<file path="src/rtl/counter_scan_pkg.sv">
// Shared types and helpers for the counter RAM scan reader.
// Holds the scan FSM state encoding and the last-address helper.
// No logic; imported by counter_scan_reader.
package counter_scan_pkg;

  typedef enum logic [2:0] {
    IDLE,
    READ,
    CAPT,
    SEND,
    CLEAR,
    FIN
  } scan_state_t;

  // Highest counter address for a RAM with the given address width.
  function automatic int unsigned SCAN_LAST(input int unsigned bits);
    return (32'd1 << bits) - 32'd1;
  endfunction

endpackage

</file>
<file path="src/rtl/counter_scan_reader.sv">
// Purpose: walks every counter RAM address, streams (address, count) beats,
//          optionally clearing each entry after delivery and skipping zeros.
// Latency: READ/CAPT/SEND per entry (+CLEAR in clear mode); beat valid 2 cycles after start.
// Backpressure: beat held stable in SEND until out_ready; scan stalls meanwhile.
// Ports: clk/gen_reset_n; start/abort/clear_after_read/skip_zero control; busy/done status;
//        ram_adress/ram_count_read/ram_count_reset/ram_count_out to the counter RAM;
//        out_valid/out_ready/out_adress/out_data/out_last beat stream.
module counter_scan_reader
  import counter_scan_pkg::*;
#(
  parameter int bitsDirect  = 6,
  parameter int sizeCounter = 4
) (
  input  logic                   clk,
  input  logic                   gen_reset_n,
  input  logic                   start,
  input  logic                   abort,
  input  logic                   clear_after_read,
  input  logic                   skip_zero,
  output logic                   busy,
  output logic                   done,
  output logic [bitsDirect-1:0]  ram_adress,
  output logic                   ram_count_read,
  output logic                   ram_count_reset,
  input  logic [sizeCounter-1:0] ram_count_out,
  output logic                   out_valid,
  input  logic                   out_ready,
  output logic [bitsDirect-1:0]  out_adress,
  output logic [sizeCounter-1:0] out_data,
  output logic                   out_last
);

  localparam logic [bitsDirect-1:0] LAST_ADDR = bitsDirect'(SCAN_LAST(bitsDirect));

  scan_state_t state_q, state_d;
  logic [bitsDirect-1:0]  addr_q, addr_d;
  logic [bitsDirect-1:0]  oadr_q, oadr_d;
  logic [sizeCounter-1:0] odat_q, odat_d;
  logic                   clr_q, clr_d;
  logic                   skip_q, skip_d;
  logic                   adv;

  always_ff @(posedge clk or negedge gen_reset_n) begin
    if (!gen_reset_n) begin
      state_q <= IDLE;
      addr_q  <= '0;
      oadr_q  <= '0;
      odat_q  <= '0;
      clr_q   <= 1'b0;
      skip_q  <= 1'b0;
    end else begin
      state_q <= state_d;
      addr_q  <= addr_d;
      oadr_q  <= oadr_d;
      odat_q  <= odat_d;
      clr_q   <= clr_d;
      skip_q  <= skip_d;
    end
  end

  always_comb begin
    state_d = state_q;
    addr_d  = addr_q;
    oadr_d  = oadr_q;
    odat_d  = odat_q;
    clr_d   = clr_q;
    skip_d  = skip_q;
    adv     = 1'b0;

    case (state_q)
      IDLE: begin
        if (start && !abort) begin
          state_d = READ;
          addr_d  = '0;
          clr_d   = clear_after_read;
          skip_d  = skip_zero;
        end
      end
      READ: state_d = CAPT;
      CAPT: begin
        // A skipped zero is already clear, so it bypasses SEND and CLEAR.
        if (skip_q && (ram_count_out == '0)) begin
          adv = 1'b1;
        end else begin
          state_d = SEND;
          oadr_d  = addr_q;
          odat_d  = ram_count_out;
        end
      end
      SEND: begin
        if (out_ready) begin
          if (clr_q) state_d = CLEAR;
          else       adv     = 1'b1;
        end
      end
      CLEAR:   adv     = 1'b1;
      FIN:     state_d = IDLE;
      default: state_d = IDLE;
    endcase

    // Stop at the top address instead of wrapping back to 0.
    if (adv) begin
      if (addr_q == LAST_ADDR) begin
        state_d = FIN;
      end else begin
        state_d = READ;
        addr_d  = addr_q + 1'b1;
      end
    end

    if (abort && (state_q != IDLE)) state_d = IDLE;
  end

  assign busy            = (state_q == READ) || (state_q == CAPT) ||
                           (state_q == SEND) || (state_q == CLEAR);
  assign done            = (state_q == FIN);
  assign ram_adress      = addr_q;
  assign ram_count_read  = (state_q == READ);
  assign ram_count_reset = (state_q == CLEAR);
  assign out_valid       = (state_q == SEND);
  assign out_adress      = oadr_q;
  assign out_data        = odat_q;
  assign out_last        = out_valid && (oadr_q == LAST_ADDR);

endmodule

</file>
<file path="config.mk">
export PLATFORM = sky130hd
export DESIGN_NAME = counter_scan_reader
export DESIGN_NICKNAME = d
export VERILOG_FILES = /design/src/rtl/counter_scan_pkg.sv /design/src/rtl/counter_scan_reader.sv
export SDC_FILE = /design/constraint.sdc
export NUM_CORES = 1
export LEC_CHECK = 0
export BUFFER_PORTS_ARGS = -buffer_cell sky130_fd_sc_hd__buf_2
export CAP_MARGIN = 15
export CELL_PAD_IN_SITES_DETAIL_PLACEMENT = 0
export CELL_PAD_IN_SITES_GLOBAL_PLACEMENT = 1
export CORE_MARGIN = 2
export CORE_UTILIZATION = 40
export CTS_CLUSTER_DIAMETER = 60
export DETAILED_ROUTE_END_ITERATION = 6
export HOLD_SLACK_MARGIN = 0.02
export PLACE_DENSITY_LB_ADDON = 0.1
export SLEW_MARGIN = 20
export SYNTH_ARGS = -nofsm -noshare
export SYNTH_HDL_FRONTEND = slang
export SYNTH_SLANG_ARGS = --single-unit
</file>
<file path="constraint.sdc">
create_clock -name clk -period 3.54 [get_ports clk]
set_input_delay 0.354 -clock clk [delete_from_list [all_inputs] [get_ports clk]]
set_output_delay 0.354 -clock clk [all_outputs]
set_load 0.005 [all_outputs]
</file>
==> run metrics, run 1 <==
outcome=finished, final reports clean; worst skew pair latency=0.31 ns; Port Buf Inserts=32; worst r2r path cells=5; Die Footprint=3128 µm²; mux cell area share after synthesis=0.07193; # DRC=0; most common cell after layout, fill and taps aside=buf_2; Top delay family on crit path=flip-flops; CP required=3.19 ns; die width=55.93 µm; vias per cell=5.237; Post-Synth Adder-Cell Area=0.01160; first-pass GRT wire length=4.195 mm; Final Hold Fails=0; Yosys warnings=0; Syn Inst Count=109; H-tree depth=1; largest family of logic cells by synthesized area=simple AND/OR/NAND/NOR gates; clk sink count=21; crit path max fanout=9; initial drt markers=32; Fmax achieved=530.4 MHz; post-synth top area cell=dfrtp_1; async set-or-reset flop fraction in the synthesized netlist=1.000; Row Count=18; final critical-path share of the clock period=0.5326; largest net degree at the start of global routing=22; Placement Cell Area=1256 µm²; vias in the first global route=897; First-pass DRT Iterations=4; Hold WC Path Type=in -> reg; Worst Skew=0.005632 ns; Post-Syn Area per Cell=9.895 µm²; ratio of cells with drive above 1 in the final layout=0.3427; max_slew headroom=0.6530; Post-CTS Setup Bufs=0; Inserted Diodes=0; reg2reg end=ram_adress[2]$_DFF_PN0_; WP depth=3; Syn Nets=121; area grow syn2layout=19.95%; vias=906; CTS root buf=clkbuf_4; Yosys top cell area share=0.4872; Cell Area, Synth=1079 µm²; clk buf depth=2; CP max stage cell=dfrtp_1; Leak=0.6692 nW; largest cells by area after synthesis=dfrtp_1 (49%), nand2_1 (7.3%), mux2_2 (6.3%); Overall Global Routing Usage=0.1703; most frequent cells in the layout=buf_2 (32), nand2_1 (21), dfrtp_1 (21); post-DP HPWL=1.842 mm; Worst setup SP type=register; # IOs=33; WL final=2.455 mm; unrepaired setup endpoints after global routing=no; Power Total=0.0005169 W; Worst Path Buf+Inv=2; setup slack, reg-to-reg=1.77 ns; XOR/XNOR Fraction of Synth Area=0.01624; clk slew on worst S/H paths=0.12 ns; Synth Flop Type=dfrtp_1; initial cell density of the core=0.4276; compound-gate portion of the synthesized area=0.1497; Total Nets Final=156; Routability Congestion=0.7634; CP endpoint kind=primary output; EDFF count, synth=0; PD cells=399.5 nW/µm²; post-cts resize count=0; final setup fails=0; critical path class=reg -> out; flops & latches, synth=21; Critical path origin=state_q[2]$_DFFE_PN0P_; sequential cell area fraction in the yosys report=0.4872; simple-gate portion of the synthesized area=0.2274; Post-DRT Antenna Nets=0; CTS buffer count=3; Critical Path Max Stage Delay=0.58 ns; Worst Setup EP=ram_count_reset; Core Util, Final=0.5129; r2r startpoint=state_q[2]$_DFFE_PN0P_; die height=55.93 µm; post-layout minimum cycle time=1.885 ns; drt wl/cell=14.19 µm; VDD IR max=0.0003093 V; Finished Cell Area=1294 µm²; post-synthesis cell type count=38; Slew @ Worst Pin=0.5157 ns; GRT overflow=0; number of max-cap violations=0; final slew viol count=0; Core ar.=2522 µm²; Worst Path Arrival=1.53 ns; CTS tree=built; Setup TNS=0 ns; Cell Chain, Critical Path=or3b_1 > inv_1 > buf_2; initial antenna violation count=0
where the power goes:
| group | leakage (nW) | switching [W] | total [W] | internal, W |
|---|---|---|---|---|
| Clock | 0.0177 | 0.0000770 | 0.000119 | 0.0000422 |
| Sequential | 0.281 | 0.0000264 | 0.000297 | 0.000271 |
| Combinational | 0.370 | 0.0000491 | 0.000100 | 0.0000513 |
| Total | 0.669 | 0.000153 | 0.000517 | 0.000364 |
sequential cells by signal (all words and copies together) (netlist names):
signal and flops:
state_q 3, out_adress 6, out_data 4, skip_q 1, ram_adress 6, clr_q 1
how the worst min path moves through the flow:
| stage | start | to | slack, ns | cells after the start |
|---|---|---|---|---|
| 2_1_floorplan | gen_reset_n | clr_q$_DFFE_PN0P_ | 0.06 | 0 |
| 3_3_place_gp | gen_reset_n | out_data[2]$_DFFE_PN0P_ | 0.34 | 1 |
| 3_5_place_dp | gen_reset_n | out_data[2]$_DFFE_PN0P_ | 0.34 | 1 |
| 4_1_cts | clear_after_read | clr_q$_DFFE_PN0P_ | 0.22 | 3 |
| 5_1_grt | skip_zero | skip_q$_DFFE_PN0P_ | 0.22 | 3 |
| 6_report | clear_after_read | clr_q$_DFFE_PN0P_ | 0.23 | 3 |
worst register-to-register path: cells and delay by family (launching register included):
kind | cells | cell delay [ns]
AO/OA/AOI/OAI | 2 | 0.40
flip-flops | 1 | 0.58
multiplexers | 1 | 0.13
AND/OR/NAND/NOR | 2 | 0.56
cell type report:
| type | instances | area [µm²] |
|---|---|---|
| Fill cell | 235 | 1229 |
| Sequential cell | 21 | 525.5 |
| Multi-Input combinational cell | 80 | 514.2 |
| Timing Repair Buffer | 33 | 170.2 |
| Tap cell | 30 | 37.54 |
| Clock buffer | 3 | 22.52 |
| Inverter | 5 | 18.77 |
| Clock inverter | 1 | 5.005 |
synthesized netlist by cell type, types with 2 or more instances:
| master | number |
|---|---|
| nor2_1 | 5 |
| o21ai_0 | 5 |
| nand2_1 | 21 |
| a22o_1 | 2 |
| inv_1 | 4 |
| nor3_1 | 3 |
| and2_1 | 2 |
| dfrtp_1 | 21 |
| mux2_2 | 6 |
| nand3_1 | 7 |
| o21ai_1 | 3 |
| or2_2 | 2 |
| buf_4 | 2 |
| a21oi_1 | 2 |
logic make-up after synthesis:
logic type,after synthesis
adder cells (fa/ha/maj),1
flip-flops,21
AO/OA/AOI/OAI,21
AND/OR/NAND/NOR,49
XOR/XNOR,2
buffers and inverters,8
multiplexers,7
per-stage QoR:
step | hold slack [ns] | worst slack (ns) | std cells
6_report | 0.2275 | 1.655 | 173
2_1_floorplan | 0.05841 | 1.927 | 109
3_5_place_dp | 0.3439 | 1.575 | 168
5_1_grt | 0.2219 | 1.491 | 173
3_3_place_gp | 0.3394 | 1.662 | 168
4_1_cts | 0.2178 | 1.645 | 173
per-layer routing:
metal | up-vias | global-route usage | share of wire
li1 | 457 | - | -
met1 | 428 | 0.2320 | 0.48
met2 | 19 | 0.2704 | 0.47
met3 | 2 | 0.02558 | 0.040
met4 | 0 | 0.07143 | 0.0053
met5 | - | 0 | 0
repair_timing:
item / CTS / global route
endpoints found under the hold margin: 21 / 0
endpoints found under the setup margin: 0 / 0
hold buffers: 1 / 0
Power figures use the tool's default switching activity.
==> run 2: changes to the inputs <==
Settings changed: CORE_UTILIZATION 40 to 33.
Clock period 3.54 ns to 1.5 ns, I/O delays scaled along.
==> run 2 against run 1 <==
  * The run now ends with setup timing left
  * Utilization grew 2.5 points
  * Sequential share of layout area shrank 8.8 points
  * Setup slack lost 1.7 ns
  * Largest power group unchanged
  * Largest cell class is now multi-input combinational cells
  * Die area grew 20%
  * Critical endpoint is now ram_adress[5]$_DFF_PN0_
  * Register-to-register slack lost 1.8 ns
==> run metrics, run 2 (synthesis gave the netlist of run 1 again) <==
initial cell density of the core=0.3504; vias=1043; Worst Path Buf+Inv=1; VDD IR max=0.0006309 V; Slew @ Worst Pin=0.4712 ns; PD cells=802.0 nW/µm²; initial drt markers=26; Critical Path Max Stage Delay=0.45 ns; # IOs=33; Leak=0.8532 nW; Critical path origin=state_q[1]$_DFFE_PN0P_; First-pass DRT Iterations=4; Row Count=20; Die Footprint=3742 µm²; clk buf depth=2; largest net degree at the start of global routing=22; Fmax achieved=635.7 MHz; final critical-path share of the clock period=1.049; Worst Skew=0.003992 ns; Overall Global Routing Usage=0.1662; drt wl/cell=13.07 µm; CTS tree=built; r2r startpoint=state_q[1]$_DFFE_PN0P_; Final Hold Fails=0; CP max stage cell=dfrtp_1; WL final=2.849 mm; GRT overflow=0; Hold WC Path Type=in -> reg; vias per cell=4.784; Routability Congestion=0.7758; critical path class=reg -> reg; H-tree depth=1; initial antenna violation count=0; Top delay family on crit path=simple AND/OR/NAND/NOR gates; Post-DRT Antenna Nets=0; Core Util, Final=0.5378; post-layout minimum cycle time=1.573 ns; Total Nets Final=187; most frequent cells in the layout=buf_2 (31), buf_4 (27), dfrtp_1 (20); clk sink count=21; outcome=complete, but fails checks; unrepaired setup endpoints after global routing=yes; max_slew headroom=0.6859; dpl ws=-0.1093 ns; crit path max fanout=5; Core ar.=3078 µm²; non-filler instance count after layout=218; die width=61.17 µm; die height=61.17 µm; failing checks=setup timing; CP required=1.70 ns; most common cell after layout, fill and taps aside=buf_2; first-pass GRT wire length=4.485 mm; area grow syn2layout=53.48%; number of max-cap violations=0; hold path startpoint=skip_zero; ratio of cells with drive above 1 in the final layout=0.5517; Worst setup SP type=register; final setup fails=4; Port Buf Inserts=32; Inserted Diodes=0; worst skew pair latency=0.30 ns; vias in the first global route=1007; worst setup margin=-0.07298 ns; Cell Chain, Critical Path=or3b_4 > o41ai_4 > buf_4 > o21ai_2 > nor3_2 > a211oi_2; post-DP HPWL=2.145 mm; Cells after DPL=209; # DRC=0; Worst Path Arrival=1.77 ns; final slew viol count=0; clk slew on worst S/H paths=0.12 ns; CP endpoint kind=register; worst hold slack=0.04073 ns; CTS root buf=clkbuf_4; CTS buffer count=3
-- run 2: cell types whose count changed in the layout (fill, tap and decap cells not counted), sizes merged --
cell | previous run | this run
buf | 32 | 62
clkinv | 1 | 0
clkbuf | 3 | 4
dlygate4sd3 | 1 | 2
-- run 2: final cells by class --
cell class                 count  area [µm²]
fill                         301        1423
multi-input combinational     80       605.6
sequential                    21       526.8
timing repair buffer          64       422.9
tap                           44       55.05
clock buffer                   4       26.28
inverter                       5       18.77
-- run 2: tightest hold or removal path, stage by stage --
cell,delay [ns]
buf_2,0.08
nand2_1,0.04
nand2_1,0.05
-- run 2: metal layers --
layer  routed length, µm  part of all wire  up-vias  global-route usage
li1                    -                 -      518                   -
met1                1225              0.43      500              0.2056
met3                 125             0.044        4             0.04622
met5                   0                 0        -                   0
met4                  36             0.013        0             0.05280
met2                1461              0.51       21              0.2812
-- run 2: power by group --
group | switching [W] | internal (W) | total [W]
clock | 0.000170 | 0.000104 | 0.000274
combinational | 0.000162 | 0.000201 | 0.000363
sequential | 0.0000516 | 0.000640 | 0.000691
total | 0.000383 | 0.000944 | 0.00133
-- run 2: timing repair --
action	4_1_cts	5_1_grt
hold buffers	1	1
endpoints found under the setup margin	16	19
setup buffers	2	1
gates resized for setup	6	21
hold endpoints to repair	21	1
pin swaps	4	8
-- run 2: path summary, 6_finish.rpt --
| kind | cells past startpoint | slack, ns | to |
|---|---|---|---|
| max in group asynchronous | 2 | 0.84 | state_q[2]$_DFFE_PN0P_ |
| setup reg to reg | 6 | -0.07 | ram_adress[5]$_DFF_PN0_ |
| setup / recovery | 6 | -0.07 | ram_adress[5]$_DFF_PN0_ |
| hold / removal | 3 | 0.04 | skip_q$_DFFE_PN0P_ |
| hold reg to reg | 2 | 0.48 | out_data[0]$_DFFE_PN0P_ |
| min in group asynchronous | 2 | 0.31 | out_data[3]$_DFFE_PN0P_ |
-- run 2: stage by stage --
stage,TNS (ns),power [W],area (µm²)
floorplan,-0.04872,0.0008411,1092
CTS,-0.2010,0.001316,1555
global route,-0.6586,0.001441,1655
detailed placement,-0.8736,0.001025,1484
global placement,-0.7137,0.001014,1484
finish,-0.1413,0.001328,1655
